$ cat src/rtl/jk_mod_counter.sv
// Modulo-N up/down counter closing the loop around an array of JK cells.
// Optional JK_MOD_COUNTER_SATURATE_EN holds at the terminal values instead of wrapping.
module jk_mod_counter #(
  parameter int WIDTH   = 4,
  parameter int MODULUS = 10
) (
  input  logic             clk,
  input  logic             rst,
  input  logic             en,
  input  logic             up,
  input  logic             load,
  input  logic [WIDTH-1:0] din,
  output logic [WIDTH-1:0] q,
  output logic [WIDTH-1:0] j_o,
  output logic [WIDTH-1:0] k_o,
  output logic             tc
);

  localparam logic [WIDTH-1:0] MAX = WIDTH'(MODULUS - 1);

  logic [WIDTH-1:0] n;
  logic             at_top;
  logic             at_bot;

  assign at_top = (q == MAX);
  assign at_bot = (q == '0);

  always_comb begin
    n = q;
    if (rst) begin
      n = '0;
    end else if (load) begin
      n = (din > MAX) ? MAX : din;
    end else if (en && up) begin
`ifdef JK_MOD_COUNTER_SATURATE_EN
      n = at_top ? q : q + WIDTH'(1);
`else
      n = at_top ? '0 : q + WIDTH'(1);
`endif
    end else if (en) begin
`ifdef JK_MOD_COUNTER_SATURATE_EN
      n = at_bot ? q : q - WIDTH'(1);
`else
      n = at_bot ? MAX : q - WIDTH'(1);
`endif
    end
  end

  // Counting toggles only the changing bits; load uses set/clear.
  always_comb begin
    j_o = q ^ n;
    k_o = q ^ n;
    if (rst) begin
      j_o = '0;
      k_o = '1;
    end else if (load) begin
      j_o = n;
      k_o = ~n;
    end
  end

  assign tc = en && !load && !rst && (up ? at_top : at_bot);

  always_ff @(posedge clk) begin
    if (rst) begin
      q <= '0;
    end else begin
      for (int i = 0; i < WIDTH; i++) begin
        unique case ({j_o[i], k_o[i]})
          2'b00: q[i] <= q[i];
          2'b01: q[i] <= 1'b0;
          2'b10: q[i] <= 1'b1;
          2'b11: q[i] <= ~q[i];
          default: q[i] <= q[i];
        endcase
      end
    end
  end

endmodule
$ cat config.mk
export PLATFORM = sky130hd
export DESIGN_NAME = jk_mod_counter
export DESIGN_NICKNAME = d
export VERILOG_FILES = /design/src/rtl/jk_mod_counter.sv
export SDC_FILE = /design/constraint.sdc
export NUM_CORES = 1
export LEC_CHECK = 0
export CAP_MARGIN = 5
export CORE_ASPECT_RATIO = 0.9
export CORE_MARGIN = 1
export CORE_UTILIZATION = 41
export DETAILED_ROUTE_END_ITERATION = 8
export PLACE_DENSITY_LB_ADDON = 0.3
export SLEW_MARGIN = 15
export SYNTH_ARGS = -nofsm -noshare
export SYNTH_HDL_FRONTEND = slang
export SYNTH_SLANG_ARGS = --single-unit
$ cat constraint.sdc
create_clock -name clk -period 2 [get_ports clk]
set_clock_uncertainty 0.1 [all_clocks]
set_input_delay 0.3 -clock clk [delete_from_list [all_inputs] [get_ports clk]]
set_output_delay 0.3 -clock clk [all_outputs]
set_load 0.05 [all_outputs]
==> impl_results.md, run 1 <==
* Max Buffers Root-to-Sink at 2
* Port Buffer Count at 21
* Synthesized instance count at 99
* Post-CTS setup buffer count at 13
* Die Height at ~40 microns
* Top FF cell, synth: dfxtp_1
* Root Driver: clkbuf_4
* Leading area contributor after synthesis: dfxtp_1
* Dpl hpwl at 2.46 mm
* CTS sink cnt at 4
* Yosys reg bits at 4
* Placed Area at 1400 sq um
* Post-synth cell types at 44
* Hold buffers post-CTS at 0
* Num rows at 13
* Synth warn at 0
* Stopped at: clock tree synthesis (4_1_cts)
* RePlAce Congestion at between 0.9 and 1
* Top cells by area, synth: dfxtp_1 12%, ha_1 5.5%, o21ai_1 5.1%
* CTS Buf Count at 3
* Place WS at -400 ps
* Register area share after synthesis at between 10% and 20%
* H-tree depth reported by CTS at 1
* Top Ports at 22
* Post-Syn Nets at 111
* Mapped Area at 686 sq um
* DIE WIDTH at 45.1 microns
* Post-CTS Resized at 27
* Status: stopped before the end
* Synth top area share at 11.7%
* First Error: [ERROR DPL-0038] Utilization greater than 100%, impossible to legalize
* Async S/R FF share, synth at 0%
* Syn avg cell area at between 6 and 7 sq um
* Number of enable flip-flop cells after synthesis at 0
* Initial Util at 45.8%
[cell families after synthesis]
| group | count (synthesis) | synth area share (%) |
|---|---|---|
| AOI/OAI and AO/OA | 34 | 35.9 |
| xor gates and xnor gates | 1 | 2.37 |
| adders and majority gates | 3 | 5.48 |
| buffers and inverters | 15 | 9.67 |
| DFF | 4 | 11.7 |
| muxes | 1 | 1.46 |
| and+or+nand+nor | 41 | 33.4 |
[Yosys cell counts (2+ instances only)]
library cell	number
nor2_1	5
nand2_1	7
nor4_1	2
inv_1	7
buf_2	2
nor2b_1	3
nand2b_1	5
a311oi_1	2
a211o_1	2
nand4_1	2
ha_1	3
o21ai_1	7
a21oi_1	5
and3_1	3
inv_2	2
dfxtp_1	4
a31oi_1	4
nand3_1	6
clkbuf_1	3
[metrics by stage]
stage / cells / utilization [%] / hold WS (ps)
2_1_floorplan: 99 / - / 383
3_3_place_gp: 167 / 93.6 / 569
3_5_place_dp: 167 / 93.6 / 576
==> inputs of run 2 (changes only) <==
--- a/config.mk
+++ b/config.mk
@@ -6,11 +6,10 @@
 export NUM_CORES = 1
 export LEC_CHECK = 0
 export CAP_MARGIN = 5
-export CORE_ASPECT_RATIO = 0.9
-export CORE_MARGIN = 1
-export CORE_UTILIZATION = 41
+export CORE_AREA = 2 2 63 65
 export DETAILED_ROUTE_END_ITERATION = 8
-export PLACE_DENSITY_LB_ADDON = 0.3
+export DIE_AREA = 0 0 65 67
+export PLACE_DENSITY_LB_ADDON = 0.15
 export SLEW_MARGIN = 15
 export SYNTH_ARGS = -nofsm -noshare
 export SYNTH_HDL_FRONTEND = slang
==> constraint.sdc (replaced) <==
create_clock -name clk -period 2.6 [get_ports clk]
set_clock_uncertainty 0.1 [all_clocks]
set_input_delay 0.39 -clock clk [delete_from_list [all_inputs] [get_ports clk]]
set_output_delay 0.39 -clock clk [all_outputs]
set_load 0.05 [all_outputs]
==> impl_results.md, run 2 <==
* Worst Tran Pin Value at 495 ps
* Power share of the clock group at 27.8%
* MaxCap Viol Count at 0
* CTS sink cnt at 4
* Wire length per cell at 14.2 microns
* Max Buffers Root-to-Sink at 2
* WP data arrival at 2030 ps
* Critical path depth in cells at 6
* Clock transition at path regs at 30 ps
* Final-report setup violation count at 0
* Residual DRC at 0
* Top FF cell, synth: dfxtp_1
* Post-synth cell types at 44
* Period utilization at 97.0%
* Most common cell after layout, fill and taps aside: buf_4
* Hold buffers post-CTS at 0
* Initial drt markers at 31
* Root Driver: clkbuf_8
* Slack of the critical path at 78.2 ps
* Max-slew violation count at 0
* RePlAce Congestion at 0.771
* Hold Path Class: reg2reg
* Critical Path RT at ~2100 ps
* Slew Limit Headroom at 66.9%
* Max Freq at about 400 MHz
* Number of enable flip-flop cells after synthesis at 0
* Sw power at 0.000201 W
* Async S/R FF share, synth at 0%
* Critical path, cell by cell: clkdlybuf4s50_1 > buf_4 > nand4_1 > a32o_1 > a311oi_4 > buf_12
* Critical path endpoint category: primary output
* Top Ports at 22
* Total Routed Length at 2.57 mm
* Register name with the most flops: q
* Status: finished, final reports clean
* Pwr/cell area at 385 nW/um^2
* Final ANT Viol Nets at 0
* Antenna violations before repair at 0
* Core area at 3610 sq um
* Critical path's top delay family: buffers and inverters
* Dpl hpwl at 1.99 mm
* Register area share after synthesis at 11.7%
* Min cycle time layout at 2520 ps
* Placed Area at roughly 1200 sq um
* Internal at ~0.00029 W
* Die ar. at 4360 sq um
* Synth top cells by count: 7 x inv_1, 7 x nand2_1, 7 x o21ai_1, 6 x nand3_1
* Synthesized instance count at 99
* Pin count of the biggest net entering global routing at 14
* Worst Path Max Fanout at 12
* Yosys reg bits at 4
* Seq pwr share at 15.0%
* Top flop regs: q (4)
* Gate power share at roughly 57%
* WP buf/inv at 3
* Initial Util at 19.0%
* Num rows at 22
* Most frequent cells in the layout: 16 x buf_4, 11 x clkdlybuf4s50_1, 9 x buf_12, 7 x nand2_1
* Clock Latency Late Sink at approximately 220 ps
* Fin nets at about 150
* Gr usage total at about an eighth
* CTS Buf Count at 3
* Global route total overflow at 0
* Number of fill cells at 377
* DIE WIDTH at 65 microns
* WHS Path Cells at 2
* First-pass GRT wire length at 4.15 mm
* DR pass1 iterations at 4
* Static leakage at 0.503 nW
* Leading area contributor after synthesis: dfxtp_1
* Synth top area share at 11.7%
* Setup_tns at 0 ps
* Top cells by area, synth: dfxtp_1 12%, ha_1 5.5%, o21ai_1 5.1%
* Post-Syn Nets at 111
* Area grow syn2layout at 86.3%
* RSZ-0062 raised after global routing: false
* CP max stage delay at roughly 490 ps
* Vias per inst at 4.96
* Startpoint type of the worst setup path: input pin
* Port Buffer Count at 21
* Via Count at 898
* Crit Path Category: in2out
* Diodes inserted at 0
* Place WS at 0.468 ps
* Share of cells above drive strength 1 at 36.8%
* Sw frac at 40.9%
* Final Cell Area at ~1300 sq um
* Number of global-route vias before repair at slightly below 900
* H-tree depth reported by CTS at 1
* Mapped Area at between 600 and 700 sq um
* Die Height at 67 microns
* Slowest CP cell: clkdlybuf4s50_1
* Syn avg cell area at 6.93 sq um
* Largest register FFs at 4
* Synth warn at 0
* R2R depth at 6
* TritonCTS clock tree: yes
* Maximum vdd drop at 0.272 mV
* Final hold vios at 0
-- run 2: cell type report --
type                            instances  area (sq um)  share of cell area, %
Timing Repair Buffer                   37           423                   33.1
Clock buffer                            3          41.3                   3.23
Inverter                                9          33.8                   2.64
Sequential cell                         4          85.1                   6.66
Multi-Input combinational cell         80           634                   49.7
Tap cell                               48          60.1                   4.70
-- run 2: power groups by stage --
stage,Sequential [W],Combinational (W),Clock (W)
2_1_floorplan,0.0000912,0.000141,0
3_3_place_gp,0.0000740,0.000270,0
3_5_place_dp,0.0000740,0.000271,0
4_1_cts,0.0000734,0.000274,0.000144
5_1_grt,0.0000747,0.000301,0.000146
6_report,0.0000735,0.000281,0.000137
-- run 2: cells by family after synthesis --
group,count (synthesis),synth area share [%]
compound gates,34,35.9
buf+inv,15,9.67
fa+ha+maj,3,5.48
mux,1,1.46
xor+xnor,1,2.37
simple gates,41,33.4
flops,4,11.7
-- run 2: repair_timing --
item,4_1_cts,5_1_grt
pin swaps,1,0
gates resized for setup,1,9
gates cloned,0,0
setup endpoints to repair,1,5
buffers inserted,0,0
-- run 2: final timing paths --
| check | start | to | slack, ps |
|---|---|---|---|
| worst max register to register | q[0] | q[3] | 940 |
| worst max-delay path | en | j_o[2] | 80 |
| worst min register to register | q[0] | q[0] | 450 |
| worst min-delay path | q[0] | q[0] | 450 |
-- run 2: tightest hold or removal path: stages (launching register included) --
cell	delay [ps]
dfxtp_4	380
nand2_1	70
a21oi_1	50
-- run 2: through the flow --
stage / total power [W] / utilization [%] / std cells / hold slack, ps
2_1_floorplan: 0.000232 / - / 99 / 482
3_3_place_gp: 0.000344 / 33.0 / 178 / 443
3_5_place_dp: 0.000345 / 33.0 / 178 / 438
4_1_cts: 0.000491 / 34.4 / 181 / 457
5_1_grt: 0.000522 / 35.4 / 181 / 485
6_report: 0.000491 / 35.4 / 181 / 451
-- run 2: routing by layer --
| layer | vias to the layer above | part of all wire (%) | global-route usage, % |
|---|---|---|---|
| met1 | 432 | 44 | 14.9 |
| met5 | - | 0 | 0 |
| met3 | 2 | 5.1 | 4.05 |
| met2 | 20 | 50 | 21.6 |
| met4 | 0 | 0.51 | 3.19 |
| li1 | 444 | - | - |
No activity file was read; power rests on OpenSTA's default activity.
